**src/rtl/headgen_pkg.sv**
```systemverilog
// Shared definitions for the header-generation pipeline: default sizes, FSM
// state encoding and the one's-complement end-around-carry fold.
package headgen_pkg;

    localparam int unsigned HDR_BYTES_DEF = 20;
    localparam int unsigned CSUM_OFS_DEF  = 10;

    typedef enum logic [1:0] {
        StIdle    = 2'd0,
        StCapture = 2'd1,
        StFold    = 2'd2,
        StEmit    = 2'd3
    } hg_state_e;

    // Adds the carry bits [17:16] back into the low 16 bits; result may still carry once.
    function automatic logic [16:0] csum_fold(input logic [17:0] x);
        return {1'b0, x[15:0]} + {15'b0, x[17:16]};
    endfunction

endpackage

```
**src/rtl/headgen_csum_acc.sv**
```systemverilog
// One's-complement checksum accumulator: adds two 16-bit partial sums per
// enabled cycle; clr_i restarts the sum from zero in the same cycle.
module headgen_csum_acc (
    input  logic        clk,
    input  logic        rst,
    input  logic        clr_i,
    input  logic        en_i,
    input  logic [15:0] a_i,
    input  logic [15:0] b_i,
    output logic [15:0] acc_o
);
    import headgen_pkg::*;

    logic [15:0] acc_q;
    logic [15:0] acc_d;
    logic [15:0] base;
    logic [17:0] sum;
    logic [16:0] fold1;

    always_comb begin
        base  = clr_i ? 16'h0000 : acc_q;
        sum   = {2'b00, base} + {2'b00, a_i} + {2'b00, b_i};
        fold1 = csum_fold(sum);
        // Second fold absorbs the single carry the first one can leave behind.
        acc_d = 16'(csum_fold({1'b0, fold1}));
    end

    always_ff @(posedge clk or posedge rst) begin
        if (rst) begin
            acc_q <= 16'h0000;
        end else if (en_i) begin
            acc_q <= acc_d;
        end
    end

    assign acc_o = acc_q;

endmodule

```
**src/rtl/headgen_pipe_s4.sv**
```systemverilog
// Header capture, checksum insertion and replay stage.
// Optional HEADGEN_S4_STATS_EN adds a wrapping emitted-header counter (hdr_count).
module headgen_pipe_s4
    import headgen_pkg::*;
#(
    parameter int unsigned HDR_BYTES = HDR_BYTES_DEF,
    parameter int unsigned CSUM_OFS  = CSUM_OFS_DEF
) (
    input  logic        clk,
    input  logic        rst,
    input  logic [8:0]  in_0,
    input  logic [15:0] in_1,
    input  logic [15:0] in_2,
    input  logic        enablein,
    output logic [8:0]  out_0,
    output logic [15:0] out_csum,
    output logic        enableout,
    output logic        busy,
`ifdef HEADGEN_S4_STATS_EN
    output logic [15:0] hdr_count,
`endif
    output logic        overrun
);

    localparam int unsigned CntW = $clog2(HDR_BYTES + 1);
    localparam int unsigned IdxW = (HDR_BYTES > 1) ? $clog2(HDR_BYTES) : 1;

    hg_state_e       state_q, state_d;
    logic [CntW-1:0] wcnt_q, wcnt_d;
    logic [CntW-1:0] ecnt_q, ecnt_d;
    logic [15:0]     csum_q, csum_d;
    logic            overrun_q, overrun_d;
    logic [7:0]      hdr_buf [HDR_BYTES];
    logic [15:0]     acc;

    logic            start;
    logic            cap_ok;
    logic            full;
    logic            last_byte;
    logic            wr_en;
    logic [IdxW-1:0] wr_idx;
    logic [7:0]      emit_byte;

    always_comb begin
        full      = (wcnt_q == CntW'(HDR_BYTES));
        start     = (state_q == StIdle) && enablein && in_0[8];
        cap_ok    = (state_q == StCapture) && enablein && !full;
        last_byte = (state_q == StEmit) && (ecnt_q == wcnt_q - CntW'(1));
        wr_en     = start || cap_ok;
        wr_idx    = start ? '0 : wcnt_q[IdxW-1:0];
    end

    headgen_csum_acc u_csum_acc (
        .clk   (clk),
        .rst   (rst),
        .clr_i (start),
        .en_i  (wr_en),
        .a_i   (in_1),
        .b_i   (in_2),
        .acc_o (acc)
    );

    // FSM state register
    always_ff @(posedge clk or posedge rst) begin
        if (rst) begin
            state_q <= StIdle;
        end else begin
            state_q <= state_d;
        end
    end

    // FSM next state
    always_comb begin
        state_d = state_q;
        unique case (state_q)
            StIdle:    if (start) state_d = StCapture;
            StCapture: if (!enablein) state_d = StFold;
            StFold:    state_d = StEmit;
            StEmit:    if (last_byte) state_d = StIdle;
            default:   state_d = StIdle;
        endcase
    end

    // Counters, checksum and error flag
    always_comb begin
        wcnt_d    = wcnt_q;
        ecnt_d    = ecnt_q;
        csum_d    = csum_q;
        overrun_d = overrun_q;
        if (start) begin
            wcnt_d = CntW'(1);
            csum_d = 16'h0000;
        end else if (cap_ok) begin
            wcnt_d = wcnt_q + CntW'(1);
        end
        if (state_q == StFold) begin
            csum_d = ~acc;
            ecnt_d = '0;
        end else if (state_q == StEmit) begin
            ecnt_d = ecnt_q + CntW'(1);
        end
        if (enablein && (((state_q == StCapture) && full) ||
                         (state_q == StFold) || (state_q == StEmit))) begin
            overrun_d = 1'b1;
        end
    end

    always_ff @(posedge clk or posedge rst) begin
        if (rst) begin
            wcnt_q    <= '0;
            ecnt_q    <= '0;
            csum_q    <= 16'h0000;
            overrun_q <= 1'b0;
        end else begin
            wcnt_q    <= wcnt_d;
            ecnt_q    <= ecnt_d;
            csum_q    <= csum_d;
            overrun_q <= overrun_d;
        end
    end

    // Header bytes need no reset: only indices below wcnt are ever replayed.
    always_ff @(posedge clk) begin
        if (wr_en) begin
            hdr_buf[wr_idx] <= in_0[7:0];
        end
    end

    // FSM outputs
    always_comb begin
        out_0     = 9'h000;
        enableout = 1'b0;
        emit_byte = hdr_buf[ecnt_q[IdxW-1:0]];
        if (ecnt_q == CntW'(CSUM_OFS)) begin
            emit_byte = csum_q[15:8];
        end else if (ecnt_q == CntW'(CSUM_OFS + 1)) begin
            emit_byte = csum_q[7:0];
        end
        if (state_q == StEmit) begin
            enableout = 1'b1;
            out_0     = {(ecnt_q == '0), emit_byte};
        end
    end

    assign busy     = (state_q != StIdle);
    assign out_csum = csum_q;
    assign overrun  = overrun_q;

`ifdef HEADGEN_S4_STATS_EN
    logic [15:0] hdr_count_q;

    always_ff @(posedge clk or posedge rst) begin
        if (rst) begin
            hdr_count_q <= 16'h0000;
        end else if (last_byte) begin
            hdr_count_q <= hdr_count_q + 16'h0001;
        end
    end

    assign hdr_count = hdr_count_q;
`endif

endmodule
```
**config.mk**
```make
export PLATFORM = sky130hd
export DESIGN_NAME = headgen_pipe_s4
export DESIGN_NICKNAME = d
export VERILOG_FILES = /design/src/rtl/headgen_pkg.sv /design/src/rtl/headgen_csum_acc.sv /design/src/rtl/headgen_pipe_s4.sv
export SDC_FILE = /design/constraint.sdc
export NUM_CORES = 1
export LEC_CHECK = 0
export CORE_ASPECT_RATIO = 0.7
export CORE_MARGIN = 2
export CORE_UTILIZATION = 60
export CTS_CLUSTER_DIAMETER = 200
export DETAILED_ROUTE_END_ITERATION = 6
export HOLD_SLACK_MARGIN = 0.03
export PLACE_DENSITY = 0.84
export SLEW_MARGIN = 25
export SYNTH_ARGS = -nofsm -noshare
export SYNTH_HDL_FRONTEND = slang
export SYNTH_SLANG_ARGS = --single-unit
export TNS_END_PERCENT = 1
```
**constraint.sdc**
```tcl
create_clock -name clk -period 9.69 [get_ports clk]
set_clock_uncertainty 0.1 [all_clocks]
set_input_delay 1.4535 -clock clk [delete_from_list [all_inputs] [get_ports clk]]
set_output_delay 1.4535 -clock clk [all_outputs]
set_load 0.02 [all_outputs]
```
=== After elaboration in Yosys (flattened, before gate mapping) ===
Memories as Yosys holds them, arrays and structs flattened.
Cells that the tools add are included.

* Word-level logic and storage cells: 61
* Output and inout bits: 28
* Bits in registers: 45
* Memory bits (writable): 160
* Bits of input ports: 44
* Memories: 1

{| class="wikitable"
|+ Memories
! memory !! depth !! width !! rd ports !! clocked after memory_dff !! write ports !! line !! RTL
|-
| hdr_buf || 20 || 8 || 1 || 0 || 1 || headgen_pipe_s4.sv:33 || <nowiki>logic [7:0] hdr_buf [HDR_BYTES];</nowiki>
|}

* Equality and inequality tests: 10
* Reductions and logical operators: 18
* Bitwise gates (word level): 1
* Multiplexer cells: 18
* $add $sub $neg: 7

{| class="wikitable"
|+ Operators with widths
! kind !! count
|-
| two-way mux 16 bit || 3
|-
| two-way mux 5 bit || 5
|-
| adder 18 x 16 -> 18 bit || 1
|-
| adder 16 x 16 -> 17 bit || 1
|-
| adder 16 x 2 -> 17 bit || 1
|-
| adder 16 x 1 -> 16 bit || 1
|-
| two-way mux 8 bit || 2
|-
| NOT 16 bit || 1
|-
| adder 5 x 1 -> 5 bit (second input constant) || 2
|-
| equality test 5 x 4 -> 1 bit (second input constant) || 2
|-
| two-way mux 9 bit || 1
|-
| one-hot mux 2 bit (4 select lines) || 1
|-
| nonzero test 2 bit || 4
|-
| logical AND 1 bit || 7
|-
| two-way mux 2 bit || 3
|-
| equality test 5 bit || 1
|-
| equality test 5 bit (second input constant) || 1
|-
| zero test 5 bit || 1
|-
| subtractor 5 x 1 -> 5 bit (second input constant) || 1
|-
| equality test 2 bit (second input constant) || 2
|-
| inequality test 2 bit (second input constant) || 2
|-
| logical OR 1 bit || 3
|-
| two-way mux 1 bit || 3
|-
| AND reduction 3 bit || 1
|-
| 4 further kinds || 4
|}

=== Logic depth before layout (Yosys ltp) ===
Gate-level depths: netlist (run 1).

* Depth after elaboration: 8
* Mapped depth: 46
* Mapped depth without buffers: 43

=== Hierarchy ===
From an unflattened synthesis (run 1), not the netlist that was laid out.

* Cell total of the unflattened synthesis: 742
* Area total of the unflattened synthesis: 10511.3 um^2

{| class="wikitable"
|+ Modules (own cells, without submodules)
! module !! instances !! cells an instance !! area each (um^2) !! sequential area each (um^2)
|-
| headgen_pipe_s4 || 1 || 476 || 8031.5 || 5530.3
|-
| headgen_csum_acc || 1 || 266 || 2479.9 || 400.4
|}

=== Worst setup path before layout (run 1) ===
OpenSTA, ideal clock, no wires.

* Path type: input to register
* Start point: in in_0[8]
* End point: reg u_csum_acc.acc_q[8] (netlist: u_csum_acc.acc_o[8])
* Slack: 0.171 ns
* Setup time: 0.132 ns
* Cell stages on the path: 43
* Buffers on the path: 2
* Data required time: 9.458 ns
* Data arrival time: 9.287 ns
* Path through: nand3_1 clkbuf_1 clkbuf_1 and2_1 ha_1 a21o_1 a21oi_1 o21bai_1 a21oi_1 nor2b_1 o21a_1 o31a_1 o41ai_2 xnor2_1 ha_1 and2_1 a221o_1 a21oi_2 [... 7 more ...] inv_1 a211oi_1 a21boi_2 nand3_1 or2_2 nor2_8 nand2_1 nor4_1 ha_1 ha_1 nand2_1 nor2_1 o211ai_1 o21a_1 a221o_1 nor2_1 xor2_1 o21ai_1

* Cells in the longest elaborated chain, start to end: 6
* Elaborated cells on any way between the ends: 7
* Classes of those cells: add/sub: 4; mux: 1; reduce/logical: 2

{| class="wikitable"
|+ Ends and longest elaborated chain
! item !! line !! RTL
|-
| start, declared || headgen_pipe_s4.sv:11 || <nowiki>input logic [8:0] in_0,</nowiki>
|-
| logical AND 1 bit (*) || headgen_pipe_s4.sv:46 || <nowiki>start = (state_q == StIdle) && enablein && in_0[8];</nowiki>
|-
| two-way mux 16 bit || headgen_csum_acc.sv:21 || <nowiki>base = clr_i ? 16'h0000 : acc_q;</nowiki>
|-
| adder 16 x 16 -> 17 bit || headgen_csum_acc.sv:22 || <nowiki>sum = {2'b00, base} + {2'b00, a_i} + {2'b00, b_i};</nowiki>
|-
| adder 18 x 16 -> 18 bit || headgen_csum_acc.sv:22 ||
|-
| adder 16 x 2 -> 17 bit || headgen_pkg.sv:17 || <nowiki>return {1'b0, x[15:0]} + {15'b0, x[17:16]};</nowiki>
|-
| adder 16 x 1 -> 16 bit || headgen_pkg.sv:17 ||
|-
| end signal, assigned || headgen_csum_acc.sv:30 || <nowiki>acc_q <= 16'h0000;</nowiki>
|-
| end signal, assigned || headgen_csum_acc.sv:32 || <nowiki>acc_q <= acc_d;</nowiki>
|-
| end, declared || headgen_csum_acc.sv:14 || <nowiki>logic [15:0] acc_q;</nowiki>
|}

Every way passes the cells marked *; elsewhere a longest branch is shown, timed or not.
A chain may end at the register's enable or synchronous reset.

=== Worst setup path in the final report (run 1) ===
Same ends and word-level chain as after synthesis.

==> results of run 1 <==
## per-layer routing
layer,vias to the layer above,part of all wire
li1,3407,-
met1,3813,0.44
met2,457,0.43
met3,43,0.12
met4,0,0.018
met5,-,0
## synthesized netlist by cell type (all sizes together), types with 5 or more instances
cell / count
o21a: 7
o211ai: 6
nand2: 56
edfxtp: 160
and3: 5
buf: 11
mux4: 48
xnor2: 36
nor4: 7
xor2: 23
a21o: 10
o21ai: 21
inv: 25
a21oi: 42
nor3: 11
and2: 21
nor2b: 17
clkbuf: 30
mux2i: 27
nand3: 18
a211o: 5
dfrtp: 45
nand4: 13
ha: 47
nor2: 78
a211oi: 18
## critical path, delay by kind of cell
family          cells  cell delay, ns
simple gates       13            1.81
xor+xnor            3            0.64
fa+ha+maj           7            1.74
buf+inv             2            0.53
compound gates     17            3.36
## repair_timing
item	in CTS	in global routing
resized for setup	0	14
hold buffers	0	0
buffers inserted	0	1
endpoints found under the setup margin	0	10
## area by class of cell
| cell class | count | share of cell area |
|---|---|---|
| inverters | 25 | 0.007327 |
| well taps | 236 | 0.02306 |
| clock buffers | 25 | 0.03888 |
| clock inverters | 9 | 0.003615 |
| flip-flops and latches | 205 | 0.4633 |
| repair buffers | 113 | 0.08011 |
| multi-input cells | 578 | 0.3837 |
## worst max-delay path by stage
stage                          end  depth (start not counted)  slack, ns
2_1_floorplan  u_csum_acc.acc_o[8]                         43       0.17
3_3_place_gp   u_csum_acc.acc_o[8]                         42    0.00008
3_5_place_dp   u_csum_acc.acc_o[8]                         42      -0.35
4_1_cts        u_csum_acc.acc_o[8]                         42       0.10
5_1_grt        u_csum_acc.acc_o[8]                         42      -0.07
6_report       u_csum_acc.acc_o[8]                         42       0.37
## flip-flops by register name, summed over array words and instances, names as in the netlist
name / flops
out_csum: 16
overrun: 1
wcnt_q: 5
state_q: 2
ecnt_q: 5
u_csum_acc.acc_o: 16
hdr_buf: 160
## through the flow
step           std cells  utilization  TNS (ns)  hold WS (ns)
2_1_floorplan        849            -         0        0.3398
3_3_place_gp        1156       0.6767         0        0.3526
3_5_place_dp        1156       0.6767    -1.201        0.3472
4_1_cts             1190       0.7070         0        0.3690
5_1_grt             1191       0.7113   -0.1171        0.3752
6_report            1191       0.7113         0        0.3596
## logic make-up after synthesis
kind of cell,after synthesis,share of synthesized area
flops,205,0.5374
fa+ha+maj,52,0.06054
compound gates,143,0.09489
simple gates,246,0.1102
buf+inv,66,0.02369
xor+xnor,60,0.04886
mux,77,0.1245
==> summary.txt, run 1 <==
Setup path
  • Worst path slowest cell: clkdlybuf4s50_1
  • Worst setup startpoint: in_0[8]
  • R2R Path End: u_csum_acc.acc_o[8]
  • Worst-path fanout max: 4
  • Critical path class: in -> reg
  • Reg2Reg Depth: 43
  • Max incr delay on CP: 0.49 ns
  • WP data required: 9.92 ns
  • Critical path arrival: 9.55 ns
  • Reg2Reg Setup Slack: 1.04 ns
  • Worst Setup Start Kind: input pin
  • R2r startpoint: state_q[0]
  • CP Capture Type: flip-flop

Hold path
  • Cell depth of the worst hold path: 1
  • Min-delay src: overrun
  • Hold Path End: overrun
  • Worst hold path type: reg -> reg

Detailed routing
  • Post-route ant nets: 0
  • Drt total wl: 27.98 mm
  • DRC viols: 0
  • Via density: 6.482
  • Iteration count of the initial detailed-routing pass: 6
  • Drt initial violations: 1143
  • Drt wl/cell: 23.49 um
  • Via Count: 7720

Global routing
  • First-pass GRT wire length: 42.90 mm
  • GR Overflow Total: 0
  • Number of global-route vias before repair: 7322
  • Met2 Usage GRT: 0.4090
  • Met3 Resource Use GR: 0.07532
  • Met1 usage: 0.4520
  • Largest net degree at the start of global routing: 47
  • Initial antenna violation count: 0
  • Tot GR Track Use: 0.2879
  • Gr busiest metal: met1

Logic synthesis
  • Mapped Area: 0.01104 sq mm
  • Syn_nets: 943
  • Post-synth top area share: 0.4353
  • EDFF count, synth: 160
  • Mapped Avg Cell Area: 13.00 sq um
  • Area contributors post-synth: edfxtp_1 (44%), dfrtp_1 (10%), mux4_2 (9.8%)
  • Sequential share of the synthesized area: 0.5374
  • Synthesis warning total: 0
  • Synth Instances: 849
  • Post-synth top area cell: edfxtp_1
  • Synth cell types: 73
  • #FFs+latches synth: 205
  • Most used DFF post-synth: edfxtp_1
  • Async S/R FF share, synth: 0.2195

Placed design
  • HPWL Detailed: 19.11 mm
  • Placed cell area: 0.01219 sq mm
  • Post-Place Worst Slack: -0.3539 ns
  • PortBufs: 71
  • RePlAce Congestion: 0.9958

Floorplanning
  • Total Die Area: 0.01951 sq mm
  • Std cell rows: 41
  • Die Y: 117.5 um
  • Core Area: 0.01801 sq mm
  • Ports: 72
  • Initial Util: 0.6130
  • Die X-Extent: 166.1 um

Clock tree
  • Worst-skew pair later-pin latency: 0.49 ns
  • Worst-path clk slew: 0.07 ns
  • CTS tree: done
  • CTS root buffer: clkbuf_16
  • CTS max path bufs: 3
  • Clk sink count: 205
  • CTS Buf Count: 19
  • # H-tree levels: 1

STA
  • Fmax: 107.3 MHz
  • Worst slew pin tran: 0.9509 ns
  • Final critical path time including I/O delays and setup: 9.323 ns
  • Final hold vios: 0
  • PnR worst setup slack: 0.3673 ns
  • Relative slew slack: 0.3637
  • Slew Viols, Final: 0
  • Fin crit share: 0.9621
  • Setup violators final: 0

Layout
  • Area of the multi-input gates: 0.004915 sq mm
  • Commonest non-fill, non-tap cells in the layout: edfxtp_1 (160), nor2_1 (76), clkdlybuf4s50_1 (71)
  • Most common cell after layout, fill and taps aside: edfxtp_1
  • Finished Cell Area: 0.01281 sq mm
  • # nets final: 1036
  • P&R area growth vs syn: 16.04%
  • Proportion of layout cells with a drive suffix above 1: 0.1571
  • Fillers: 1159
  • Seq. cell area: 0.005933 sq mm
  • ANT cells: 0

Run status
  • Status: complete, no violations

Job
  • Max Cap Viol: 0
Power of run 1 is not shown: default switching activity piles up to over one toggle a cycle in this logic, so the estimate is an artifact.
==> run 2, diff against run 1 <==
CORE_UTILIZATION = 62   (was 60)
CTS_BUF_LIST = sky130_fd_sc_hd__clkbuf_2   (was not set)
MAX_ROUTING_LAYER = met4   (was not set)
PLACE_DENSITY = 0.86   (was 0.84)
RECOVER_POWER = 25   (was not set)
==> summary.txt, run 2 (synthesized netlist as in run 1, its figures left out) <==
Run status
  • Status: finished, violations left
  • Failing checks: max-capacitance violations, max-slew violations

Global routing
  • Met1 usage: 0.4641
  • Met2 Usage GRT: 0.4425
  • Largest net degree at the start of global routing: 47
  • Tot GR Track Use: 0.3095
  • Initial antenna violation count: 0
  • Gr busiest metal: met1
  • First-pass GRT wire length: 42.48 mm
  • Number of global-route vias before repair: 7547
  • GR Overflow Total: 0
  • Met3 Resource Use GR: 0.07731

Job
  • Max Cap Viol: 2

STA
  • Final setup TNS: 0 ns
  • Fmax: 109.4 MHz
  • Setup violators final: 0
  • Final critical path time including I/O delays and setup: 9.144 ns
  • Fin crit share: 0.9437
  • RSZ-0062 raised after global routing: false
  • Relative slew slack: -1.367
  • PnR worst setup slack: 0.5458 ns
  • Final hold vios: 0
  • Slew Viols, Final: 91
  • Worst slew pin tran: 3.551 ns

Setup path
  • Worst-path fanout max: 4
  • CP Capture Type: flip-flop
  • Critical path class: in -> reg
  • Reg2Reg Setup Slack: 0.96 ns
  • Worst Setup Start Kind: input pin
  • Reg2Reg Depth: 44
  • Critical path arrival: 9.63 ns
  • R2R Path End: u_csum_acc.acc_o[8]
  • Worst setup startpoint: enablein
  • Most frequent CP cell: ha_1
  • R2r startpoint: state_q[0]
  • Worst path slowest cell: clkdlybuf4s50_1
  • Max incr delay on CP: 0.48 ns
  • WP data required: 10.17 ns

Detailed routing
  • Post-route ant nets: 0
  • Drt total wl: 27.56 mm
  • Via density: 6.332
  • Via Count: 7852
  • Iteration count of the initial detailed-routing pass: 5
  • Drt wl/cell: 22.22 um
  • DRC viols: 0
  • Drt initial violations: 1057

Floorplanning
  • Die X-Extent: 163.5 um
  • Ports: 72
  • Std cell rows: 40
  • Core Area: 0.01732 sq mm
  • Die Y: 115.6 um
  • Total Die Area: 0.01890 sq mm
  • Initial Util: 0.6374

Placed design
  • PortBufs: 71
  • RePlAce Congestion: 0.9738
  • Placed cell area: 0.01222 sq mm
  • HPWL Detailed: 19.81 mm
  • Post-Place Worst Slack: -0.3922 ns

Layout
  • Utilization after layout: 0.7322
  • Area of the multi-input gates: 0.004875 sq mm
  • Commonest non-fill, non-tap cells in the layout: edfxtp_1 (160), nor2_1 (75), clkbuf_2 (72)
  • Most common cell after layout, fill and taps aside: edfxtp_1
  • Proportion of layout cells with a drive suffix above 1: 0.1992
  • Fillers: 1156
  • Largest register FFs: 160
  • # nets final: 1068
  • Finished Cell Area: 0.01268 sq mm
  • Biggest register: hdr_buf
  • Seq. cell area: 0.005933 sq mm
  • P&R area growth vs syn: 14.89%
  • ANT cells: 0

Clock tree
  • CTS Buf Count: 46
  • CTS max path bufs: 3
  • Clk sink count: 205
  • Worst-path clk slew: 0.11 ns
  • CTS tree: done
  • # H-tree levels: 2
  • CTS root buffer: clkbuf_2
  • Worst-skew pair later-pin latency: 0.75 ns

Hold path
  • Hold Path End: overrun
  • Cell depth of the worst hold path: 1
  • Min-delay src: overrun
  • Worst hold path type: reg -> reg
-- run 2: layer usage --
metal / up-vias / part of all wire
li1: 3492 / -
met5: - / 0
met1: 3824 / 0.43
met2: 484 / 0.43
met3: 52 / 0.12
met4: 0 / 0.014
-- run 2: what timing repair did --
item,in CTS,in global routing
setup buffers,0,1
setup endpoints to repair,0,8
gates resized for setup,0,7
hold buffers,0,0
-- run 2: worst max-delay path by stage --
stage	end	slack, ns	cells past startpoint
after floorplan	u_csum_acc.acc_o[8]	0.17	43
after global placement	u_csum_acc.acc_o[8]	-0.02	43
after detailed placement	u_csum_acc.acc_o[8]	-0.39	43
after CTS	u_csum_acc.acc_o[8]	0.30	43
after global routing	u_csum_acc.acc_o[8]	0.03	43
final	u_csum_acc.acc_o[8]	0.55	43
-- run 2: worst max-delay path, delay by kind of cell --
family | cells | cell delay [ns]
AOI/OAI and AO/OA | 19 | 3.83
xor gates and xnor gates | 3 | 0.50
adders and majority gates | 6 | 1.35
buffers and inverters | 3 | 0.68
and+or+nand+nor | 12 | 1.79
-- run 2: layout make-up --
type | count | share of cell area
tap | 231 | 0.02279
clock inverter | 11 | 0.005329
timing repair buffer | 118 | 0.08358
inverter | 25 | 0.007499
sequential | 205 | 0.4679
multi-input combinational | 578 | 0.3844
clock buffer | 72 | 0.02842
-- run 2: metrics by stage --
stage / hold WS, ns / cells
floorplan: 0.3398 / 849
global route: 0.3911 / 1240
global placement: 0.3491 / 1156
finish: 0.3674 / 1240
detailed placement: 0.3471 / 1156
CTS: 0.3655 / 1239
Power of run 2 is left out for the same reason.
==> run 3, diff against run 2 <==
CORE_ASPECT_RATIO = not set   (was 0.7)
CORE_UTILIZATION = 60   (was 62)
PLACE_DENSITY = 0.84   (was 0.86)
==> summary.txt, run 3 (synthesized netlist as in run 1, its figures left out) <==
Clock tree
  • CTS max path bufs: 3
  • Worst-path clk slew: 0.15 ns
  • CTS Buf Count: 46
  • Clk sink count: 205
  • Worst-skew pair later-pin latency: 0.73 ns
  • CTS tree: done
  • CTS root buffer: clkbuf_2
  • # H-tree levels: 2

Layout
  • # nets final: 1053
  • P&R area growth vs syn: 13.50%
  • Largest register FFs: 160
  • ANT cells: 0
  • Commonest non-fill, non-tap cells in the layout: edfxtp_1 (160), nor2_1 (77), clkbuf_2 (64)
  • Most common cell after layout, fill and taps aside: edfxtp_1
  • Proportion of layout cells with a drive suffix above 1: 0.1782
  • Fillers: 1258
  • Biggest register: hdr_buf

Hold path
  • Worst hold path type: reg -> reg

STA
  • Hold_ws: 0.3610 ns
  • PnR worst setup slack: 0.5420 ns
  • Worst slew pin tran: 3.579 ns
  • Setup violators final: 0
  • Slew Viols, Final: 92
  • Final critical path time including I/O delays and setup: 9.148 ns
  • Relative slew slack: -1.386
  • Fin crit share: 0.9441
  • Fmax: 109.3 MHz
  • Final hold vios: 0

Floorplanning
  • Die Y: 139.6 um
  • Std cell rows: 49
  • Total Die Area: 0.01950 sq mm
  • Ports: 72
  • Die X-Extent: 139.6 um
  • Initial Util: 0.6123
  • Core Area: 0.01802 sq mm

Detailed routing
  • Via density: 6.189
  • Post-route ant nets: 0
  • DRC viols: 0
  • Iteration count of the initial detailed-routing pass: 5
  • Drt wl/cell: 21.42 um
  • Drt total wl: 26.17 mm
  • Drt initial violations: 647
  • Via Count: 7563

Global routing
  • Number of global-route vias before repair: 7744
  • Largest net degree at the start of global routing: 47
  • GR Overflow Total: 0
  • First-pass GRT wire length: 41.19 mm
  • Initial antenna violation count: 0
  • Tot GR Track Use: 0.2805

Setup path
  • Worst Setup Start Kind: input pin
  • Worst path slowest cell: clkdlybuf4s50_1
  • Worst-path fanout max: 3
  • Cell family with most CP delay: compound AO/OA/AOI/OAI gates
  • Max incr delay on CP: 0.49 ns
  • Most frequent CP cell: ha_1
  • Buffers & Inverters on Critical Path: 3
  • Critical path arrival: 9.64 ns
  • Critical path class: in -> reg
  • CP Capture Type: flip-flop
  • WP data required: 10.18 ns

Run status
  • Failing checks: max-capacitance violations, max-slew violations
  • Status: finished, violations left

Placed design
  • Post-Place Worst Slack: -0.1693 ns
  • PortBufs: 71
  • HPWL Detailed: 18.89 mm
  • RePlAce Congestion: 0.9615

Job
  • Max Cap Viol: 2
==> run 3: cell count changes in the layout (fill, tap and decap cells not counted), sizes merged <==
cell	previous run	this run
buf	46	31
bufinv	1	0
clkbuf	73	65
clkdlybuf4s50	64	63
clkinv	8	16
clkinvlp	1	2
dlygate4sd3	7	8
inv	26	25
==> run 3: cell type report <==
| cell class | instances | area [sq um] | area share |
|---|---|---|---|
| inverters | 25 | 95.09 | 0.007591 |
| clock inverters | 18 | 77.57 | 0.006193 |
| clock buffers | 64 | 320.3 | 0.02557 |
| well taps | 229 | 286.5 | 0.02287 |
| repair buffers | 103 | 947.2 | 0.07561 |
| flip-flops and latches | 205 | 5933 | 0.4736 |
| multi-input cells | 578 | 4867 | 0.3885 |
==> run 3: per-stage QoR <==
stage	utilization	area, sq um	std cells	TNS, ns
final	0.6950	12530	1222	0
after global placement	0.6718	12110	1140	0
after floorplan	-	11040	849	0
after CTS	0.6939	12510	1222	0
after global routing	0.6950	12530	1222	-0.007464
after detailed placement	0.6718	12110	1140	-0.4170
==> run 3: final timing paths <==
check	end	start	slack, ns	cells past startpoint
hold reg to reg	overrun	overrun	0.36	1
max in group asynchronous	ecnt_q[1]	rst	6.89	2
setup / recovery	u_csum_acc.acc_o[8]	in_0[8]	0.54	43
min in group asynchronous	ecnt_q[3]	rst	1.59	2
setup reg to reg	u_csum_acc.acc_o[8]	state_q[0]	0.99	44
hold / removal	overrun	overrun	0.36	1
==> run 3: timing repair <==
item	in CTS	in global routing
hold buffers	0	0
resized for setup	0	2
setup endpoints to repair	0	2
setup buffers	0	0
==> run 3: per-layer routing <==
| layer | up-vias | track usage | part of all wire |
|---|---|---|---|
| li1 | 3469 | - | - |
| met1 | 3681 | 0.3492 | 0.39 |
| met2 | 337 | 0.4662 | 0.51 |
| met3 | 76 | 0.04714 | 0.073 |
| met4 | 0 | 0.1079 | 0.036 |
| met5 | - | - | 0 |
Power of run 3 is left out for the same reason.
